--- config.mk ---
export PLATFORM = sky130hd
export DESIGN_NAME = addr_decoder_mr
export DESIGN_NICKNAME = d
export VERILOG_FILES = /design/src/rtl/addr_dec_pkg.sv /design/src/rtl/addr_region_match.sv /design/src/rtl/addr_decoder_mr.sv
export SDC_FILE = /design/constraint.sdc
export NUM_CORES = 1
export LEC_CHECK = 0
export CAP_MARGIN = 10
export CORE_UTILIZATION = 50
export CTS_CLUSTER_SIZE = 25
export DETAILED_ROUTE_END_ITERATION = 16
export PLACE_DENSITY = 0.9
export SLEW_MARGIN = 15
export SYNTH_ARGS = -nofsm -noshare
export SYNTH_HDL_FRONTEND = slang
export SYNTH_SLANG_ARGS = --single-unit
--- constraint.sdc ---
create_clock -name clk -period 4.27 [get_ports clk]
set_input_delay 0.427 -clock clk [delete_from_list [all_inputs] [get_ports clk]]
set_output_delay 0.427 -clock clk [all_outputs]
set_load 0.05 [all_outputs]
--- src/rtl/addr_dec_pkg.sv ---
// Shared types and constants for the multi-region address decoder.
package addr_dec_pkg;

   typedef enum logic [1:0] {
      IDLE   = 2'd0,
      ACCESS = 2'd1,
      ERR    = 2'd2
   } state_t;

   localparam int unsigned WAIT_W   = 4;
   localparam int unsigned ERRCNT_W = 8;

   // Default program-memory window (0x4000-0x47FF).
   localparam logic [31:0] PROG_BASE = 32'h0000_4000;
   localparam logic [31:0] PROG_MASK = 32'hFFFF_F800;

   // Region index width; at least one bit so a single-region build still has a port.
   function automatic int unsigned idx_width(input int unsigned n);
      return (n > 1) ? $clog2(n) : 1;
   endfunction

endpackage

--- src/rtl/addr_region_match.sv ---
// Combinational base/mask window match; the lowest matching region index wins.
module addr_region_match
   import addr_dec_pkg::*;
#(
   parameter int unsigned              ADDR_W = 32,
   parameter int unsigned              N_REG  = 4,
   parameter logic [N_REG*ADDR_W-1:0]  BASE   = '0,
   parameter logic [N_REG*ADDR_W-1:0]  MASK   = '0,
   localparam int unsigned             IDX_W  = idx_width(N_REG)
) (
   input  logic [ADDR_W-1:0] addr,
   output logic              hit,
   output logic [IDX_W-1:0]  idx
);

   // Scan from the top down so a lower-index match overwrites a higher one.
   always_comb begin
      hit = 1'b0;
      idx = '0;
      for (int i = int'(N_REG) - 1; i >= 0; i--) begin
         if ((addr & MASK[i*ADDR_W +: ADDR_W]) == BASE[i*ADDR_W +: ADDR_W]) begin
            hit = 1'b1;
            idx = IDX_W'(i);
         end
      end
   end

endmodule

--- src/rtl/addr_decoder_mr.sv ---
// Multi-region address decoder: registered one-hot chip select, per-region
// wait-state countdown ending in a ready pulse, and unmapped-access reporting.
module addr_decoder_mr
   import addr_dec_pkg::*;
#(
   parameter int unsigned              ADDR_W = 32,
   parameter int unsigned              N_REG  = 4,
   parameter logic [N_REG*ADDR_W-1:0]  BASE   = {32'h0000_0000, 32'h0000_8000,
                                                 32'h0000_2000, PROG_BASE},
   parameter logic [N_REG*ADDR_W-1:0]  MASK   = {32'hFFFF_FF00, 32'hFFFF_C000,
                                                 32'hFFFF_F000, PROG_MASK},
   parameter logic [N_REG*WAIT_W-1:0]  WAIT   = {4'd0, 4'd3, 4'd1, 4'd0}
) (
   input  logic                clk,
   input  logic                rst_n,
   input  logic                req,
   input  logic [ADDR_W-1:0]   addr,
   output logic [N_REG-1:0]    cs,
   output logic                ready,
   output logic                bus_err,
   output logic [ADDR_W-1:0]   err_addr,
   output logic [ERRCNT_W-1:0] err_cnt,
   output logic                busy
);

   localparam int unsigned IDX_W = idx_width(N_REG);

   state_t                state_q, state_d;
   logic [WAIT_W-1:0]     wcnt_q, wcnt_d;
   logic [N_REG-1:0]      cs_q, cs_d;
   logic [ADDR_W-1:0]     err_addr_q, err_addr_d;
   logic [ERRCNT_W-1:0]   err_cnt_q, err_cnt_d;
   logic                  ready_q, ready_d;
   logic                  bus_err_q, bus_err_d;
   logic                  busy_q, busy_d;
   logic                  hit;
   logic [IDX_W-1:0]      idx;

   addr_region_match #(
      .ADDR_W (ADDR_W),
      .N_REG  (N_REG),
      .BASE   (BASE),
      .MASK   (MASK)
   ) u_match (
      .addr (addr),
      .hit  (hit),
      .idx  (idx)
   );

   // Next-state and next-output decode; status outputs follow the next state.
   always_comb begin
      state_d    = state_q;
      wcnt_d     = wcnt_q;
      cs_d       = cs_q;
      err_addr_d = err_addr_q;
      err_cnt_d  = err_cnt_q;
      unique case (state_q)
         IDLE: begin
            if (req) begin
               if (hit) begin
                  state_d = ACCESS;
                  wcnt_d  = WAIT[int'(idx)*WAIT_W +: WAIT_W];
                  cs_d    = N_REG'(1) << idx;
               end else begin
                  state_d    = ERR;
                  err_addr_d = addr;
                  if (err_cnt_q != {ERRCNT_W{1'b1}}) begin
                     err_cnt_d = err_cnt_q + ERRCNT_W'(1);
                  end
               end
            end
         end
         ACCESS: begin
            if (wcnt_q != '0) begin
               wcnt_d = wcnt_q - WAIT_W'(1);
            end else begin
               state_d = IDLE;
               cs_d    = '0;
            end
         end
         ERR: begin
            state_d = IDLE;
         end
         default: begin
            state_d = IDLE;
            cs_d    = '0;
            wcnt_d  = '0;
         end
      endcase
      ready_d   = (state_d == ACCESS) && (wcnt_d == '0);
      bus_err_d = (state_d == ERR);
      busy_d    = (state_d != IDLE);
   end

   // State, counter and output registers; reset aborts any access in flight.
   always_ff @(posedge clk or negedge rst_n) begin
      if (!rst_n) begin
         state_q    <= IDLE;
         wcnt_q     <= '0;
         cs_q       <= '0;
         err_addr_q <= '0;
         err_cnt_q  <= '0;
         ready_q    <= 1'b0;
         bus_err_q  <= 1'b0;
         busy_q     <= 1'b0;
      end else begin
         state_q    <= state_d;
         wcnt_q     <= wcnt_d;
         cs_q       <= cs_d;
         err_addr_q <= err_addr_d;
         err_cnt_q  <= err_cnt_d;
         ready_q    <= ready_d;
         bus_err_q  <= bus_err_d;
         busy_q     <= busy_d;
      end
   end

   assign cs       = cs_q;
   assign ready    = ready_q;
   assign bus_err  = bus_err_q;
   assign err_addr = err_addr_q;
   assign err_cnt  = err_cnt_q;
   assign busy     = busy_q;

endmodule

==> results of run 1 <==
==> power breakdown <==
part           internal (W)  switching, W
Combinational      0.000315      0.000509
Sequential         0.000612      0.000108
Clock              0.000233      0.000174
Total               0.00116      0.000790
==> layout make-up <==
| class | count | area (sq um) | share of cell area (%) |
|---|---|---|---|
| Sequential cell | 53 | 1330 | 37.1 |
| Timing Repair Buffer | 83 | 821 | 23.0 |
| Clock inverter | 3 | 65.1 | 1.82 |
| Tap cell | 67 | 83.8 | 2.34 |
| Inverter | 9 | 33.8 | 0.945 |
| Clock buffer | 5 | 68.8 | 1.92 |
| Multi-Input combinational cell | 133 | 1180 | 32.9 |
==> Yosys cell counts <==
library cell	n	area (sq um)
a211oi_1	1	7.51
a211oi_4	1	20.0
a21o_1	1	7.51
a21oi_1	4	20.0
a21oi_4	1	16.3
a31oi_1	3	18.8
a32oi_1	1	8.76
and3_1	1	6.26
and4_1	1	8.76
buf_6	3	33.8
clkbuf_1	2	7.51
dfrtp_1	53	1330
ha_1	6	75.1
inv_1	9	33.8
mux2_1	6	67.6
mux2_4	29	435
mux2i_1	5	50.1
nand2_1	8	30.0
nand2b_1	4	25.0
nand3_1	3	15.0
nand3b_1	1	7.51
nand4_1	2	12.5
nor2_1	9	33.8
nor2_4	1	11.3
nor2b_1	4	25.0
nor3_1	7	35.0
nor3b_1	3	22.5
nor4_1	7	43.8
nor4_2	1	12.5
nor4b_1	1	8.76
o211ai_1	1	7.51
o21a_1	1	7.51
o21ai_0	3	15.0
o21ai_1	5	25.0
o221ai_1	1	8.76
o32ai_1	2	17.5
o41ai_1	1	8.76
or2_2	1	6.26
or3_1	2	12.5
xnor2_1	1	8.76
xor2_1	4	35.0
==> worst reg2reg max path, cell delays in order, from the launching register on <==
cell and delay (ns):
dfrtp_1 0.48, nand2b_1 0.25, or2_2 0.38, nor2_4 0.10, buf_4 0.48, mux2_1 0.41
==> cells by family after synthesis <==
logic type	Yosys count	share of synthesized area, %
adder cells (fa/ha/maj)	6	2.91
buffers and inverters	14	2.91
AND/OR/NAND/NOR	56	12.3
AO/OA/AOI/OAI	26	7.33
multiplexers	40	21.4
XOR/XNOR	5	1.70
flip-flops	53	51.4
==> stage by stage <==
step | std cells | hold slack (ns) | cell area [sq um] | setup slack [ns] | total power (W)
CTS | 353 | 0.248 | 3580 | 1.50 | 0.00195
detailed placement | 345 | 0.480 | 3440 | 1.24 | 0.00155
global placement | 345 | 0.468 | 3440 | 1.39 | 0.00152
finish | 353 | 0.208 | 3580 | 1.46 | 0.00195
global route | 353 | 0.279 | 3580 | 1.35 | 0.00202
floorplan | 200 | 0.131 | 2580 | 2.13 | 0.00125
==> worst max-delay path by stage <==
stage | end | slack (ns) | cells after the start
finish | ready | 1.46 | 9
global route | ready | 1.35 | 9
CTS | ready | 1.50 | 9
detailed placement | ready | 1.24 | 9
global placement | err_addr[28] | 1.39 | 7
floorplan | ready | 2.13 | 8
==> registers in the layout (all words and copies together), names as in the netlist <==
signal    cells
state_q       2
err_addr     32
cs            4
busy          1
wcnt_q        4
bus_err       1
ready         1
err_cnt       8
==> layer usage <==
metal / wire [um] / vias up
met4: 97 / 0
met2: 3220 / 84
li1: - / 884
met5: 0 / -
met3: 506 / 10
met1: 2660 / 984
==> impl_metrics.py, run 1 <==
metrics = {
    "worst_setup_path": {
        "cp_cell_sequence": "clkdlybuf4s50_1 > nor4_1 > nand4_1 > nor3_1 > inv_1 > ha_1 > nor2_1 > mux2i_1 > nor4_2",
        "r2r_end": "err_addr[27]",
        "ff2ff_path_depth": 5,
        "critPathKind": "input pin to flop",
        "required_ns": 4.51,
        "r2r_slack_ns": 2.07,
        "arrival_ns": 3.04,
        "crit_buf_inv": 2,
        "crit_path_start": "addr[19]",
        "cp_max_fo": 4,
        "crit_family": "simple AND/OR/NAND/NOR gates",
        "critPathLaunchType": "input pin",
        "reg2reg_from": "state_q[1]",
        "crit_path_end_kind": "flop",
        "cp_slowest_stage_delay_ns": 0.48,
        "worst_path_max_delay_cell": "nor3_1",
    },
    "final_layout": {
        "final_cell_mix": "80 x clkdlybuf4s50_1, 53 x dfrtp_1, 29 x mux2_4",
        "num_antenna_cells": 0,
        "fin_util_pct": 73.8,
        "layout_commonest_cell": "clkdlybuf4s50_1",
        "nets": 326,
        "syn2layout_area_growth_pct": 38.7,
        "drive_gt1_share_pct": 15.7,
        "fillers": 279,
    },
    "clock_tree": {
        "cts-root-buf": "clkbuf_8",
        "post_cts_buffers": 0,
        "htree_levels": 2,
        "cts_resized": 0,
        "numCtsBuffers": 5,
        "cts_max_path_buffers": 2,
        "cts_hold_buf": 0,
        "worstSkewPairLatency_ns": 0.32,
        "numClockSinks": 53,
        "clk_pin_slew_ns": 0.11,
        "cts_tree": "built",
    },
    "grt": {
        "antenna_found_initial": 0,
        "grt_busiest_layer": "met2",
        "grtUsageTotal_pct": 26.3,
        "grt_pass1_vias": 2168,
        "gr-usage-met3_pct": 9.19,
        "use_met1_pct": 32.3,
        "overflow": 0,
        "use_met2_pct": 43.3,
        "grt_pass1_wl_um": 10500,
        "grt_max_degree": 54,
    },
    "detailed_routing": {
        "route.vias.total": 1962,
        "detail_route.vias_per_cell": 5.56,
        "wire_per_inst_um": 18.3,
        "drc": 0,
        "firstDrtPassIters": 5,
        "initialDrtViolationCount": 184,
        "ant_nets": 0,
        "routed_wl_um": 6480,
    },
    "floorplan": {
        "fp.dieH_um": 73.8,
        "start_util_pct": 53.2,
        "top_level_ports": 82,
        "die_w_um": 73.8,
        "core_area_sq_mm": 0.00485,
        "rows": 25,
        "dieArea_sq_mm": 0.00545,
    },
    "timing": {
        "final-hold-violation-count": 0,
        "max_freq_mhz": 356,
        "period_minus_slack_ns": 2.81,
        "setup_tns_ns": 0,
        "slew_headroom_pct": 56.1,
        "drv_slew": 0,
        "finClkSkew_ns": 0.0127,
        "grt_setup_unrepaired": "no",
        "tightest_slew_ns": 0.659,
        "setup_viol": 0,
        "finalCritPeriodShare_pct": 65.7,
    },
    "place": {
        "dp_hpwl_um": 4470,
        "portBuffers": 81,
        "gp_routability_congestion": 0.823,
    },
    "power_and_ir_drop": {
        "irDropWorstVdd_uv": 354,
        "power_leakage_nw": 1.52,
        "powerDensity_mw_per_mm2": 545,
    },
    "logic_synthesis": {
        "syn_nets": 241,
        "synth_cell_types": 41,
        "seq_area_frac_synth_pct": 51.4,
        "yosysWarningCount": 0,
        "netlist_instances": 200,
        "synth_seq_cells": 53,
        "netlist_area_sq_mm": 0.00258,
        "post_synth.cell_area_avg_sq_um": 12.9,
    },
    "flow_run": {
        "cap_violations": 0,
    },
    "hold_path": {
        "hold_class": "input pin to async pin",
    },
    "outcome": {
        "status": "complete, no violations",
    },
}
Note: power is estimated with default switching activity, not from simulation.
==> run 2: changes to the inputs <==
CORE_UTILIZATION = 42   (was 50)
PLACE_DENSITY = 0.81   (was 0.9)
clock period = 2.3 ns   (was 4.27 ns; I/O delays follow)
==> run 2 against run 1 <==
Combinational power up 88%. Largest power group unchanged. Global-route usage down 6.3 points. Wire length down 10%. Total power up 82%. Flip-flop and latch count unchanged.
==> impl_metrics.py, run 2 (same netlist as run 1, synthesis figures left out) <==
metrics = {
    "worst_setup_path": {
        "critPathKind": "input pin to flop",
        "required_ns": 2.49,
        "critPathLaunchType": "input pin",
        "crit_path_end_kind": "flop",
        "arrival_ns": 2.39,
        "cp_max_fo": 4,
    },
    "place": {
        "portBuffers": 81,
        "place_ws_ns": -0.470,
        "dp_hpwl_um": 4210,
        "placed_area_sq_mm": 0.00362,
        "gp_routability_congestion": 0.766,
    },
    "clock_tree": {
        "htree_levels": 2,
        "cts_max_path_buffers": 2,
        "clk_pin_slew_ns": 0.10,
        "cts_tree": "built",
        "worstSkewPairLatency_ns": 0.31,
        "numClockSinks": 53,
        "numCtsBuffers": 5,
        "cts-root-buf": "clkbuf_8",
    },
    "floorplan": {
        "fp.dieH_um": 80.4,
        "die_w_um": 80.4,
        "start_util_pct": 43.6,
        "rows": 28,
        "core_area_sq_mm": 0.00592,
        "top_level_ports": 82,
        "dieArea_sq_mm": 0.00646,
    },
    "timing": {
        "tightest_slew_ns": 0.702,
        "drv_slew": 0,
        "period_minus_slack_ns": 2.19,
        "finClkSkew_ns": 0.0129,
        "setup_ws_ns": 0.107,
        "max_freq_mhz": 456,
        "final-hold-violation-count": 0,
        "slew_headroom_pct": 53.1,
        "finalCritPeriodShare_pct": 95.3,
        "setup_viol": 0,
        "setup_tns_ns": 0,
    },
    "power_and_ir_drop": {
        "irDropWorstVdd_uv": 571,
        "finalPower_w": 0.00356,
        "power_frac_seq_pct": 37.2,
        "internal_power_w": 0.00211,
        "switching_share_pct": 40.7,
        "power_leakage_nw": 1.66,
        "power_frac_comb_pct": 43.7,
        "powerDensity_mw_per_mm2": 928,
        "p_clk_share_pct": 19.1,
        "switchingPower_w": 0.00145,
    },
    "hold_path": {
        "hold_class": "input pin to flop",
    },
    "detailed_routing": {
        "routed_wl_um": 5820,
        "ant_nets": 0,
        "wire_per_inst_um": 15.1,
        "route.vias.total": 1962,
        "drc": 0,
        "initialDrtViolationCount": 115,
        "firstDrtPassIters": 4,
        "detail_route.vias_per_cell": 5.08,
    },
    "final_layout": {
        "fillers": 453,
        "fin_util_pct": 64.7,
        "drive_gt1_share_pct": 25.1,
        "multi_input_area_sq_mm": 0.00123,
        "final_cell_mix": "78 x clkdlybuf4s50_1, 53 x dfrtp_1, 29 x mux2_4",
        "layout_commonest_cell": "clkdlybuf4s50_1",
        "num_antenna_cells": 0,
        "nets": 351,
        "seq_area_sq_mm": 0.00133,
        "syn2layout_area_growth_pct": 48.6,
        "largest_reg_flops": 32,
        "finalInstanceArea_sq_mm": 0.00383,
    },
    "grt": {
        "grt_pass1_vias": 2027,
        "antenna_found_initial": 0,
        "overflow": 0,
        "grt_pass1_wl_um": 9850,
        "grtUsageTotal_pct": 20.0,
        "grt_max_degree": 30,
    },
    "flow_run": {
        "cap_violations": 0,
    },
    "outcome": {
        "status": "complete, no violations",
    },
}
==> run 2: cell count changes in the layout (fill, tap and decap cells not counted), sizes merged <==
cell,change
clkinv,-1
buf,+23
clkbuf,+1
dlymetal6s2s,+2
clkdlybuf4s50,-2
dlygate4sd3,+1
nor2,+1
inv,+1
bufinv,-1
==> run 2: routing by layer <==
layer  GRT usage [%]  up-vias  share of wire, %
met5               0        -                 0
met4            3.75        0              0.69
met3            5.68        5               5.5
met2            33.1       49                50
met1            26.0      965                44
li1                -      943                 -
==> run 2: power by group through the flow <==
| stage | registers (W) | clock network [W] | logic [W] |
|---|---|---|---|
| after floorplan | 0.00193 | 0 | 0.000383 |
| after global placement | 0.00133 | 0 | 0.00153 |
| after detailed placement | 0.00133 | 0 | 0.00155 |
| after CTS | 0.00132 | 0.000686 | 0.00156 |
| after global routing | 0.00135 | 0.000734 | 0.00164 |
| final | 0.00132 | 0.000678 | 0.00155 |
==> run 2: worst paths after layout <==
| check | startpoint | end | slack, ns | cells past startpoint |
|---|---|---|---|---|
| hold / removal | addr[25] | err_addr[25] | 0.23 | 2 |
| setup / recovery | addr[19] | ready | 0.11 | 9 |
| setup reg to reg | state_q[1] | err_addr[29] | 0.32 | 4 |
| min in group asynchronous | rst_n | err_cnt[4] | 0.46 | 2 |
| hold reg to reg | err_addr[28] | err_addr[28] | 0.50 | 1 |
| max in group asynchronous | rst_n | err_addr[13] | 1.27 | 3 |
==> run 2: critical path: stages <==
cell	delay, ns
clkdlybuf4s50_1	0.43
nor4_2	0.38
nand4_1	0.27
or3_4	0.48
inv_2	0.07
ha_2	0.17
nor2_1	0.04
mux2i_1	0.23
nor4_2	0.08
==> run 2: layout make-up <==
class	count	area share, %
Sequential cell	53	34.6
Multi-Input combinational cell	134	32.2
Timing Repair Buffer	107	26.6
Tap cell	75	2.45
Clock buffer	6	2.15
Clock inverter	2	1.08
Inverter	9	0.881
==> run 2: repair_timing <==
action | 4_1_cts | 5_1_grt
endpoints found under the setup margin | 34 | 8
buffers inserted | 2 | 0
pin swaps | 2 | 2
gates cloned | 1 | 0
gates resized for setup | 2 | 10
hold endpoints to repair | 24 | 0
hold buffers | 1 | 0
==> run 2: per-stage QoR <==
step                      hold WS, ns  instances
after CTS                       0.481        386
after floorplan               -0.0656        200
after detailed placement        0.278        374
after global routing            0.233        386
after global placement          0.272        374
final                           0.227        386
